--- src/rtl/burst_read_master_pkg.sv ---
// Shared definitions for the burst read master.
//   state_t : controller state (IDLE waits for go, ISSUE presents bursts,
//             DRAIN waits for outstanding words to come back)
//   clog2   : ceiling log2, used for elaboration-time width checks
package burst_read_master_pkg;

    typedef enum logic [1:0] {
        IDLE  = 2'd0,
        ISSUE = 2'd1,
        DRAIN = 2'd2
    } state_t;

    function automatic int clog2(input int value);
        int result;
        int span;
        result = 0;
        span   = 1;
        while (span < value) begin
            span   = span << 1;
            result = result + 1;
        end
        return result;
    endfunction

endpackage

--- src/rtl/rm_showahead_fifo.sv ---
// Show-ahead (first-word-fall-through) FIFO for the burst read master.
// The head word is presented combinationally from storage on rdata; a word
// written at an edge is visible from the following cycle (no write bypass).
//   clk, reset : clock, asynchronous active-high reset (clears pointers/count)
//   wr, wdata  : push request and data; dropped only if full without a pop
//   rd         : pop the head word; ignored while empty
//   rdata      : current head word
//   empty/full : status flags
//   used       : number of stored words, wide enough to hold DEPTH itself
module rm_showahead_fifo
    import burst_read_master_pkg::*;
#(
    parameter int WIDTH = 32,
    parameter int DEPTH = 64,
    localparam int DEPTH_LOG2 = clog2(DEPTH)
) (
    input  logic                  clk,
    input  logic                  reset,
    input  logic                  wr,
    input  logic [WIDTH-1:0]      wdata,
    input  logic                  rd,
    output logic [WIDTH-1:0]      rdata,
    output logic                  empty,
    output logic                  full,
    output logic [DEPTH_LOG2:0]   used
);

    localparam logic [DEPTH_LOG2:0] FULL_COUNT = (DEPTH_LOG2 + 1)'(DEPTH);

    logic [WIDTH-1:0]      mem [DEPTH];
    logic [DEPTH_LOG2-1:0] wr_ptr;
    logic [DEPTH_LOG2-1:0] rd_ptr;
    logic [DEPTH_LOG2:0]   count;
    logic                  rd_en;
    logic                  wr_en;

    assign empty = (count == '0);
    assign full  = (count == FULL_COUNT);
    assign used  = count;
    assign rdata = mem[rd_ptr];

    // A pop in the same cycle frees a slot, so push-while-full is legal then.
    assign rd_en = rd & ~empty;
    assign wr_en = wr & (~full | rd_en);

    always_ff @(posedge clk or posedge reset) begin
        if (reset) begin
            wr_ptr <= '0;
            rd_ptr <= '0;
            count  <= '0;
        end else begin
            if (wr_en) begin
                wr_ptr <= wr_ptr + 1'b1;
            end
            if (rd_en) begin
                rd_ptr <= rd_ptr + 1'b1;
            end
            case ({wr_en, rd_en})
                2'b10:   count <= count + 1'b1;
                2'b01:   count <= count - 1'b1;
                default: count <= count;
            endcase
        end
    end

    // Storage carries no reset; only the pointers define what is valid.
    always_ff @(posedge clk) begin
        if (wr_en) begin
            mem[wr_ptr] <= wdata;
        end
    end

endmodule

--- src/rtl/burst_read_master.sv ---
// Burst-capable Avalon-MM read master feeding a show-ahead FIFO.
// Reads control_read_length bytes starting at control_read_base, issuing
// bursts of up to MAXBURST words aligned to MAXBURST-word boundaries (or
// always at the base address in fixed-location mode). FIFO space for a whole
// burst is reserved before the command is presented, so returned data can
// always be written.
//
// Ports
//   clk, reset              : clock, asynchronous active-high reset
//   control_fixed_location  : sampled on go; 1 keeps the address constant
//   control_read_base       : start byte address (word aligned)
//   control_read_length     : byte count; sub-word bits ignored
//   control_go              : start pulse, honoured only while idle
//   control_abort           : stop issuing further bursts, drain the rest
//   control_busy            : high whenever not idle
//   control_done            : one-cycle pulse on return to idle
//   user_read_buffer        : pop the FIFO head
//   user_buffer_data        : FIFO head word
//   user_data_available     : FIFO not empty
//   master_*                : Avalon-MM burst read master (registered outputs)
//
// Command handshake: a command is transferred at a rising edge where
// master_read is high and master_waitrequest is low. While master_read is
// high and master_waitrequest is high the command (address, burstcount) is
// held unchanged; master_read is never withdrawn once raised.
module burst_read_master
    import burst_read_master_pkg::*;
#(
    parameter int DATAWIDTH       = 32,
    parameter int BYTEENABLEWIDTH = 4,
    parameter int ADDRESSWIDTH    = 32,
    parameter int MAXBURST        = 8,
    parameter int MAXBURST_LOG2   = 3,
    parameter int FIFODEPTH       = 64,
    parameter int FIFODEPTH_LOG2  = 6
) (
    input  logic                       clk,
    input  logic                       reset,
    input  logic                       control_fixed_location,
    input  logic [ADDRESSWIDTH-1:0]    control_read_base,
    input  logic [ADDRESSWIDTH-1:0]    control_read_length,
    input  logic                       control_go,
    input  logic                       control_abort,
    output logic                       control_busy,
    output logic                       control_done,
    input  logic                       user_read_buffer,
    output logic [DATAWIDTH-1:0]       user_buffer_data,
    output logic                       user_data_available,
    output logic [ADDRESSWIDTH-1:0]    master_address,
    output logic                       master_read,
    output logic [BYTEENABLEWIDTH-1:0] master_byteenable,
    output logic [MAXBURST_LOG2:0]     master_burstcount,
    input  logic [DATAWIDTH-1:0]       master_readdata,
    input  logic                       master_readdatavalid,
    input  logic                       master_waitrequest
);

    localparam int BE_LOG2 = clog2(BYTEENABLEWIDTH);
    localparam int AW      = ADDRESSWIDTH;
    localparam int BW      = MAXBURST_LOG2 + 1;
    localparam int PW      = FIFODEPTH_LOG2 + 1;
    localparam int SW      = FIFODEPTH_LOG2 + 2;

    // Elaboration-time parameter checks.
    if (BYTEENABLEWIDTH * 8 != DATAWIDTH) begin : g_bad_byteenable
        $error("BYTEENABLEWIDTH must equal DATAWIDTH/8");
    end
    if ((1 << BE_LOG2) != BYTEENABLEWIDTH) begin : g_bad_be_pow2
        $error("BYTEENABLEWIDTH must be a power of 2");
    end
    if (MAXBURST < 1 || (1 << MAXBURST_LOG2) != MAXBURST) begin : g_bad_maxburst
        $error("MAXBURST must be a power of 2 and equal 2**MAXBURST_LOG2");
    end
    if ((1 << FIFODEPTH_LOG2) != FIFODEPTH) begin : g_bad_fifodepth
        $error("FIFODEPTH must be a power of 2 and equal 2**FIFODEPTH_LOG2");
    end
    if (FIFODEPTH < 2 * MAXBURST) begin : g_bad_fifo_vs_burst
        $error("FIFODEPTH must be at least 2*MAXBURST");
    end

    state_t            state;
    state_t            state_next;
    logic [AW-1:0]     words;
    logic              fixed;
    logic [PW-1:0]     pending;
    logic              abort_req;

    logic [AW-1:0]     go_words;
    logic [AW-1:0]     cand_address;
    logic [AW-1:0]     cand_words;
    logic              cand_fixed;
    logic [BW-1:0]     burst_next;
    logic [BW-1:0]     acc_words;
    logic [PW-1:0]     pending_next;
    logic [PW-1:0]     used_next;
    logic              space_ok;
    logic              accept;
    logic              pop_eff;
    logic              push_eff;

    logic              read_next;
    logic [BW-1:0]     count_next;
    logic              done_next;
    logic              abort_next;

    logic [PW-1:0]     fifo_used;
    logic              fifo_empty;
    logic              fifo_full;

    // Words in the next burst: up to the next MAXBURST-word boundary in
    // normal mode, a plain MAXBURST cap in fixed mode, never past the end.
    function automatic logic [BW-1:0] burst_size(input logic [AW-1:0] addr,
                                                 input logic [AW-1:0] nwords,
                                                 input logic          fix);
        logic [AW-1:0] offset;
        logic [AW-1:0] limit;
        offset = (addr >> BE_LOG2) & AW'(MAXBURST - 1);
        limit  = fix ? AW'(MAXBURST) : AW'(MAXBURST) - offset;
        return (nwords < limit) ? BW'(nwords) : BW'(limit);
    endfunction

    assign go_words            = control_read_length >> BE_LOG2;
    assign accept              = master_read & ~master_waitrequest;
    assign acc_words           = accept ? master_burstcount : '0;
    assign control_busy        = (state != IDLE);
    assign master_byteenable   = '1;
    assign user_data_available = ~fifo_empty;

    // Exact next-cycle occupancy so a new burst can be presented right after
    // an acceptance without a bubble.
    assign pop_eff      = user_read_buffer & ~fifo_empty;
    assign push_eff     = master_readdatavalid & (~fifo_full | pop_eff);
    assign pending_next = pending + PW'(acc_words) - PW'(master_readdatavalid);
    assign used_next    = fifo_used + PW'(push_eff) - PW'(pop_eff);

    // Values the address/words/fixed registers take at the coming edge.
    always_comb begin
        cand_address = master_address;
        cand_words   = words;
        cand_fixed   = fixed;
        if (state == IDLE) begin
            if (control_go) begin
                cand_address = control_read_base;
                cand_words   = go_words;
                cand_fixed   = control_fixed_location;
            end
        end else if (accept) begin
            cand_words = words - AW'(master_burstcount);
            if (!fixed) begin
                cand_address = master_address + (AW'(master_burstcount) << BE_LOG2);
            end
        end
    end

    assign burst_next = burst_size(cand_address, cand_words, cand_fixed);
    assign space_ok   = (SW'(used_next) + SW'(pending_next) + SW'(burst_next))
                        <= SW'(FIFODEPTH);

    always_comb begin
        state_next = state;
        read_next  = master_read;
        count_next = master_burstcount;
        done_next  = 1'b0;
        abort_next = abort_req;
        case (state)
            IDLE: begin
                abort_next = 1'b0;
                read_next  = 1'b0;
                if (control_go) begin
                    if (go_words == '0) begin
                        done_next = 1'b1;
                    end else begin
                        state_next = ISSUE;
                        read_next  = space_ok;
                        count_next = burst_next;
                    end
                end
            end
            ISSUE: begin
                // Abort is remembered so a stalled command can finish first.
                if (control_abort) begin
                    abort_next = 1'b1;
                end
                if (accept && cand_words == '0) begin
                    state_next = DRAIN;
                    read_next  = 1'b0;
                end else if (master_read && !accept) begin
                    read_next = 1'b1;
                end else if (control_abort || abort_req) begin
                    state_next = DRAIN;
                    read_next  = 1'b0;
                end else begin
                    read_next = space_ok;
                    if (space_ok) begin
                        count_next = burst_next;
                    end
                end
            end
            DRAIN: begin
                read_next = 1'b0;
                if (pending == '0) begin
                    state_next = IDLE;
                    done_next  = 1'b1;
                end
            end
            default: begin
                state_next = IDLE;
                read_next  = 1'b0;
            end
        endcase
    end

    always_ff @(posedge clk or posedge reset) begin
        if (reset) begin
            state             <= IDLE;
            master_address    <= '0;
            master_read       <= 1'b0;
            master_burstcount <= '0;
            control_done      <= 1'b0;
            words             <= '0;
            fixed             <= 1'b0;
            pending           <= '0;
            abort_req         <= 1'b0;
        end else begin
            state             <= state_next;
            master_address    <= cand_address;
            master_read       <= read_next;
            master_burstcount <= count_next;
            control_done      <= done_next;
            words             <= cand_words;
            fixed             <= cand_fixed;
            pending           <= pending_next;
            abort_req         <= abort_next;
        end
    end

    rm_showahead_fifo #(
        .WIDTH (DATAWIDTH),
        .DEPTH (FIFODEPTH)
    ) u_fifo (
        .clk   (clk),
        .reset (reset),
        .wr    (master_readdatavalid),
        .wdata (master_readdata),
        .rd    (user_read_buffer),
        .rdata (user_buffer_data),
        .empty (fifo_empty),
        .full  (fifo_full),
        .used  (fifo_used)
    );

endmodule

--- config.mk ---
export PLATFORM = sky130hd
export DESIGN_NAME = burst_read_master
export DESIGN_NICKNAME = d
export VERILOG_FILES = /design/src/rtl/burst_read_master_pkg.sv /design/src/rtl/rm_showahead_fifo.sv /design/src/rtl/burst_read_master.sv
export SDC_FILE = /design/constraint.sdc
export NUM_CORES = 2
export LEC_CHECK = 0
export CAP_MARGIN = 20
export CORE_MARGIN = 2
export CORE_UTILIZATION = 57
export CTS_CLUSTER_SIZE = 30
export DETAILED_ROUTE_END_ITERATION = 7
export DONT_BUFFER_PORTS = 1
export PLACE_DENSITY_LB_ADDON = 0.15
export SYNTH_ARGS = -nofsm -noshare
export SYNTH_HDL_FRONTEND = slang
export SYNTH_SLANG_ARGS = --single-unit
--- constraint.sdc ---
create_clock -name clk -period 5.9 [get_ports clk]
set_clock_uncertainty 0.05 [all_clocks]
set_input_delay 0 -clock clk [delete_from_list [all_inputs] [get_ports clk]]
set_output_delay 0 -clock clk [all_outputs]
set_load 0.01 [all_outputs]
After elaboration in Yosys (flattened, before gate mapping)
Memories as Yosys holds them, arrays and structs flattened.
Cells that the tools add are included.
- bits in latches: 0
- word-level logic and storage cells: 110
- bits in read-only memories: 0
- output and inout bits: 76
- memories kept: 1
- memory bits (writable): 2048
- register bits after elaboration: 100
- div/mod/pow operators: 0
- bitwise gates (word level): 7
- shifts and indexed selects: 0
- reduce and logical (&&, ||, !) cells: 17
- equality and inequality tests: 16
- add/subtract/negate cells: 13
- multiplexer cells: 41
- multiply operators: 0
- $lt $le $gt $ge: 2
- memory list (name ; words ; width ; rd ports ; clocked after Yosys merged registers in ; wr ports ; RTL line ; RTL):
    u_fifo.mem ; 64 ; 32 ; 1 ; 0 ; 1 ; rm_showahead_fifo.sv:30 ; logic [WIDTH-1:0] mem [DEPTH];
- operator list (cell ; number):
    32-bit 2-to-1 mux ; 8
    32-bit logical NOT ; 2
    32-bit by 6-bit adder with 32-bit output ; 1
    32-bit less-than comparator ; 1
    4-bit 2-to-1 mux ; 8
    32-bit by 4-bit subtractor with 32-bit output ; 1
    2-bit != test (second input constant) ; 8
    7-bit logical NOT ; 2
    7-bit case mux with 2 select lines ; 1
    7-bit by 1-bit subtractor with 7-bit output ; 2
    1-bit 2-to-1 mux ; 13
    6-bit by 1-bit adder with 6-bit output (second input constant) ; 2
    2-bit 2-to-1 mux ; 6
    7-bit by 7-bit adder with 8-bit output ; 1
    8-bit by 4-bit adder with 8-bit output ; 1
    8-bit by 7-bit <= comparator with 1-bit output (second input constant) ; 1
    4-bit case mux with 2 select lines ; 1
    2-bit nonzero test ; 4
    7-bit by 1-bit adder with 7-bit output ; 1
    7-bit by 1-bit adder with 7-bit output (second input constant) ; 1
    7-bit by 4-bit adder with 7-bit output ; 1
    7-bit equality test (second input constant) ; 1
    7-bit AND reduction ; 1
    7-bit by 1-bit subtractor with 7-bit output (second input constant) ; 1
    17 further kinds ; 27

Longest topological paths before layout
- depth after elaboration: 15
- mapped depth: 33

Modules after synthesis
Synthesis repeated with hierarchy kept, for this count alone.
- cell total of the unflattened synthesis: 4257
- area total of the unflattened synthesis: 85662.2 µm²
- by module, submodules not included (module ; area each (µm²) ; times used ; cells an instance):
    rm_showahead_fifo ; 79470.0 ; 1 ; 3523
    burst_read_master ; 6192.2 ; 1 ; 734

Least setup slack after synthesis
Ideal clock, no wire load.
- path kind: reg-to-reg
- start: reg state[0]
- end: reg master_burstcount[3]
- cell stages (with the launch flop): 33
- data required time: 5.730 ns
- setup time: 0.120 ns
- clock period less this slack: 6.276 ns
- slack: -0.376 ns
- data arrival time: 6.106 ns
- cell sequence: dfrtp_1 -> buf_2 -> nor3b_1 -> clkbuf_1 -> clkbuf_1 -> a22oi_1 -> nand2_1 -> inv_1 -> ha_1 -> xor2_1 -> nor2_1 -> inv_1 -> ha_1 -> o21ai_0 -> a21o_1 -> a21oi_1 -> nor3_1 -> nand3_1 -> and2_1 -> fa_1 -> inv_1 -> ha_1 -> inv_1 -> fa_1 -> nor2b_1 -> o21ai_0 -> a21boi_0 -> o21a_1 -> o21a_1 -> o22ai_1 -> nor4_1 -> a211oi_1 -> a31o_1
- word-level cells in the longest chain between the ends: 11
- elaborated cells between the ends (all ways): 28
- classes of those cells: 2 x add/sub; 2 x order compare; 7 x eq/ne; 12 x mux; 5 x reduce/logical
- RTL lines (what ; RTL line ; RTL):
    start: declaration ; burst_read_master.sv:81 ; state_t state;
    start signal: assignment ; burst_read_master.sv:225 ; state <= state_next;
    2-bit logical NOT (*) ; burst_read_master.sv:141 ; if (state == IDLE) begin
    32-bit 2-to-1 mux (*) ; burst_read_master.sv:141 ;
    net cand_address[3] ; burst_read_master.sv:89 ; logic [AW-1:0] cand_address;
    4-bit by 3-bit subtractor with 5-bit output (*) ; burst_read_master.sv:118 ; limit = fix ? AW'(MAXBURST) : AW'(MAXBURST) - offset;
    32-bit 2-to-1 mux (*) ; burst_read_master.sv:118 ;
    32-bit less-than comparator ; burst_read_master.sv:119 ; return (nwords < limit) ? BW'(nwords) : BW'(limit);
    4-bit 2-to-1 mux (*) ; burst_read_master.sv:119 ;
    branches (longest 5 deep; another with 8-bit by 4-bit adder with 8-bit output) ; n/a ;
    end signal: assignment ; burst_read_master.sv:228 ; master_burstcount <= count_next;
    end: declaration ; burst_read_master.sv:52 ; output logic [MAXBURST_LOG2:0] master_burstcount,
Mark *: on every way through the listed nets, which the timed path passes. The select of a mux whose other input is x is not followed.
A chain may end at the register's enable or synchronous reset.

Final worst setup path
- start: reg master_burstcount[3]
- end: reg master_burstcount[0]
- word-level cells in the longest chain between the ends: 10
- elaborated cells between the ends (all ways): 23
- classes of those cells: 5 x add/sub; 2 x order compare; 2 x eq/ne; 11 x mux; 3 x reduce/logical
- RTL lines (what):
    branches (longest 10 deep; another with 32-bit by 4-bit subtractor with 32-bit output)
Several ways; the timed one is not identified. The select of a mux whose other input is x is not followed.

==> results.md <==
Outcome:
- The run finished, with violations left.
- The final reports fail on setup timing.

Pwr:
- For this design the ratio of total power to cell area is 490.4 mW/mm^2.
- The worst-case IR drop observed on VDD is roughly 0.61 mV.
- The share of total power dissipated in combinational logic is 0.351.
- Summed over all nets, the switching power comes to 15.50 mW.
- Of the total power, registers draw 0.379.
- The share of total power dissipated in the clock network is 0.269.
- The switching part of the total is 0.3195.
- Summed over all cells, the static leakage comes to 31.57 nW.
- The internal portion of the total power is approximately 33 mW.

STA:
- After routing, the total negative slack on setup checks comes to -0.06198 ns.
- The number of slew-limit violations in the final report is 0.
- After layout, the worst setup slack is -0.02022 ns.
- The number of hold-slack violations in the final timing report came to 0.
- The share of the clock period used by the worst path is 1.003.
- The final period demand of the worst path is 5.920 ns.
- The count of endpoints failing setup in the final report is 4.
- The worst slew margin relative to its limit is 0.2137.
- Setup repair after global routing could not meet its margin everywhere.
- For the pin with the worst max-slew slack, the measured transition is 1.177 ns.
- Static timing analysis puts the maximum clock frequency at 0.1689 GHz.

Floorplanning:
- The core region is 0.1478 mm^2.
- For this design the top-level I/O count stands at 180.
- The horizontal die dimension is 389.9 um.
- Measured along the y axis, the die boundary spans 389.9 um.
- In this run the core area contains 141 standard-cell rows.
- The effective utilization at floorplan is 0.5742.
- The die footprint is 0.1520 mm^2.

Route:
- In this run the remaining antenna-violating nets after routing total 0.
- After detailed routing, the average wire length per cell comes to 35.03 um.
- In the routed design, unresolved DRC markers number 0.
- The detailed-routing iteration count for the pre-antenna-repair pass is 5.
- Using the TritonRoute via totals, the vias-per-cell ratio works out to 6.722.
- The first-iteration detailed-routing DRC count is 5,359.
- The vias after detailed routing is 42,780.
- The sum of routed wire length over all layers is 222.9 mm.

Worst setup path:
- The worst setup path is captured at a register.
- Along the worst path, the maximum fanout reaches 5.
- At the worst endpoint, the required time is 6.54 ns.
- The worst setup path startpoint is master_burstcount[3].
- The largest single stage delay on the critical path is 0.59 ns.
- On the critical path, the stage with the largest delay is an instance of or4b_4.
- The type of the setup path with the least slack is reg -> reg.
- The worst setup path is launched from a register.
- Counting cells, the worst reg-to-reg path comes to 24.
- The worst register-to-register path ends at master_burstcount[0].
- The beginning of the worst register-to-register path is master_burstcount[3].
- The data arrival time of the critical path is 6.56 ns.
- The signal on the critical path passes through inv_1, ha_1, or4b_4, a211oi_4, buf_4, nand4_1, xnor2_2, a211oi_2, nand3_2, or3_4, o21ai_2, and2_4, fa_1, buf_4, fa_2, nor2b_2, o21ai_2, and3_4, nor4_4, o22ai_2, nor4_2, buf_4, a21o_1, a31oi_1.
- Counting stages on the worst path, the most repeated cell is buf_4.
- The setup slack of the worst register-to-register path is -0.02 ns.

Clock network:
- For the worst-skew pair, the clock arrives at the later sink with an insertion delay of 0.83 ns.
- The clock tree root buffer cell is clkbuf_16.
- TritonCTS created between 200 and 250 clock buffers.
- The clock net in this run drives a total of ~2,100 sinks.
- The H-tree was split into 4 levels.
- TritonCTS built the clock tree.
- The longest clock path from root to sink contains 3 buffers.
- Clock-pin slew was measured on the worst setup and hold paths at 0.06 ns.

Layout:
- With fillers left out, the area of the finished cells amounts to 0.09891 mm^2.
- The area added between synthesis and finish is 16.52%.
- At the end of the flow, the number of nets in the layout was roughly 4,400.
- The share of layout cells above drive strength 1 is 0.3055.

Synth:
- The Yosys step of the flow raised 0 warnings.
- After synthesis, the cell types taking the most area are edfxtp_1, mux4_2, dfrtp_1.
- The area fraction in and, or, nand and nor cells after synthesis is 0.02257.
- Dividing the synthesized area by the synthesized cell count gives 22.29 um^2.
- Counting flops with a built-in enable in the synthesized netlist gives 2,048.
- Of the total synthesized cell area, the portion taken by XOR and XNOR cells is 0.003715.
- The share of the Yosys chip area taken by registers is 0.7540.
- By instance count, the leading cell after synthesis is edfxtp_1.
- The largest area contributor in the synthesized netlist is edfxtp_1.
- The post-synth design cell area is 0.08488 mm^2.
- Of the post-synthesis cell area, the dominant cell type holds 0.7245.
- After synthesis, the share of cell area in mux cells is 0.1794.
- The share of the synthesized area in compound gates (AO/OA/AOI/OAI) was 0.01826.
- Of the total synthesized cell area, the portion taken by full adders, half adders and majority gates is 0.009581.
- The unique cell type count in the Yosys netlist is 78.
- Counting instances in the post-synthesis netlist gives the leading cell types as edfxtp_1, mux4_2, clkbuf_1.
- Synthesis produced a netlist whose cell count is 3,808.
- After synthesis the netlist holds a flip-flop and latch count of 2,148.
- The share of flip-flops with an asynchronous set or reset is 0.04655.
- The combinational family with the most area after synthesis is multiplexers.
- The most used flip-flop cell after synthesis is edfxtp_1.

Hold path:
- For hold timing, the worst endpoint is words[29].
- In this run the worst hold path is classified as in -> reg.
- The critical hold path startpoint is control_read_length[31].
- The depth of the worst hold-timing path is 4.

GRT:
- The global-route wire length before repair is ~320 mm.
- Entering global routing, the biggest net connects 102 pins.
- The via count of the first global-routing pass is 42,770.
- The total congestion overflow is 0.
- The number of antenna violations at the first check in global routing is 7.
- The all-layer global routing usage is 0.2986.

Placed design:
- The post-placement setup slack is -0.4466 ns.
- Once placement finished, the instance area stood at 0.08913 mm^2.
- The congestion estimate from routability-driven global placement came to 0.8975.
- The count of input and output buffers is 0.
- Once detailed placement completed, the half-perimeter wirelength came to 127.3 mm.

Run:
- The total of max-cap violations is 0.
how the worst max path moves through the flow:
stage | endpoint | slack, ns | cells after the start
after floorplan | master_burstcount[3] | 0.06 | 32
after global placement | master_burstcount[3] | -0.31 | 28
after detailed placement | master_burstcount[3] | -0.45 | 28
after CTS | master_burstcount[3] | -0.05 | 27
after global routing | master_burstcount[1] | -0.31 | 26
final | master_burstcount[0] | -0.02 | 24
logic make-up (layout without fill, tap and decap cells):
kind of cell,after synthesis,count (layout)
flip-flops,2148,2148
multiplexers,681,681
AND/OR/NAND/NOR,388,388
buffers and inverters,274,895
AO/OA/AOI/OAI,221,221
adder cells (fa/ha/maj),59,59
XOR/XNOR,36,36
other,1,6
layer usage:
| layer | share of wire | global-route usage | routed length [um] |
|---|---|---|---|
| met1 | 0.40 | 0.4398 | 88480 |
| met2 | 0.48 | 0.4638 | 106800 |
| met3 | 0.094 | 0.05946 | 21050 |
| met4 | 0.029 | 0.08691 | 6510 |
| met5 | 0.00017 | 0 | 37 |
cell usage in the layout, fill, tap and decap left out, types with 43 or more instances in the layout:
cell           count
clkinv_1          50
dfrtp_1           94
o21ai_0           43
dlygate4sd3_1    182
nor2_1            59
clkbuf_1          49
clkbuf_16        212
mux4_2           672
inv_1             68
edfxtp_1        2048
nand2_1           85
ha_1              44
nor2_4            65
buf_4            179
sequential cells by signal (all words and copies together), names as in the netlist:
| signal | cells |
|---|---|
| u_fifo.mem | 2048 |
| master_address | 32 |
| words | 32 |
| pending | 7 |
| u_fifo.used | 7 |
| u_fifo.rd_ptr | 6 |
| u_fifo.wr_ptr | 6 |
| master_burstcount | 4 |
| state | 2 |
| abort_req | 1 |
| control_done | 1 |
| fixed | 1 |
| master_read | 1 |
through the flow:
stage / power (mW) / utilization / hold WS (ns) / std cells
after global placement: 34.25 / 0.6025 / -0.07219 / 5750
final: 48.51 / 0.6690 / 0.08296 / 6364
after detailed placement: 34.31 / 0.6029 / -0.06664 / 5752
after CTS: 48.39 / 0.6677 / 0.008003 / 6359
after global routing: 50.41 / 0.6690 / 0.01762 / 6363
after floorplan: 28.91 / - / 0.04887 / 3811
critical path, delay by kind of cell, from the launching register on:
family                     cells  cell delay, ns
AOI/OAI and AO/OA              7            1.15
xor gates and xnor gates       1            0.21
adders and majority gates      3            1.05
buffers and inverters          4            0.58
DFF                            1            0.36
and+or+nand+nor                9            2.35
power by group through the flow:
stage	registers [mW]	clock network, mW	logic [mW]
after floorplan	18.2	0	10.7
after global placement	18.7	0	15.6
after detailed placement	18.7	0	15.6
after CTS	18.4	13.2	16.8
after global routing	18.5	13.8	18.1
final	18.4	13.1	17.0
timing repair:
| item | in CTS | in global routing |
|---|---|---|
| gates cloned | 0 | 0 |
| hold buffers | 215 | 0 |
| setup endpoints to repair | 5 | 5 |
| hold endpoints to repair | 2236 | 0 |
| setup buffers | 8 | 5 |
| pin swaps | 23 | 23 |
| gates resized for setup | 32 | 29 |
area by class of cell:
type / count / area, um^2
diodes: 2 / 5.005
fillers: 9316 / 48930
well taps: 1930 / 2415
inverters: 72 / 272.8
clock buffers: 262 / 5503
multi-input cells: 1389 / 20570
flip-flops and latches: 2148 / 64020
clock inverters: 122 / 1202
repair buffers: 439 / 4916
Note: power is estimated with default switching activity, not from simulation.
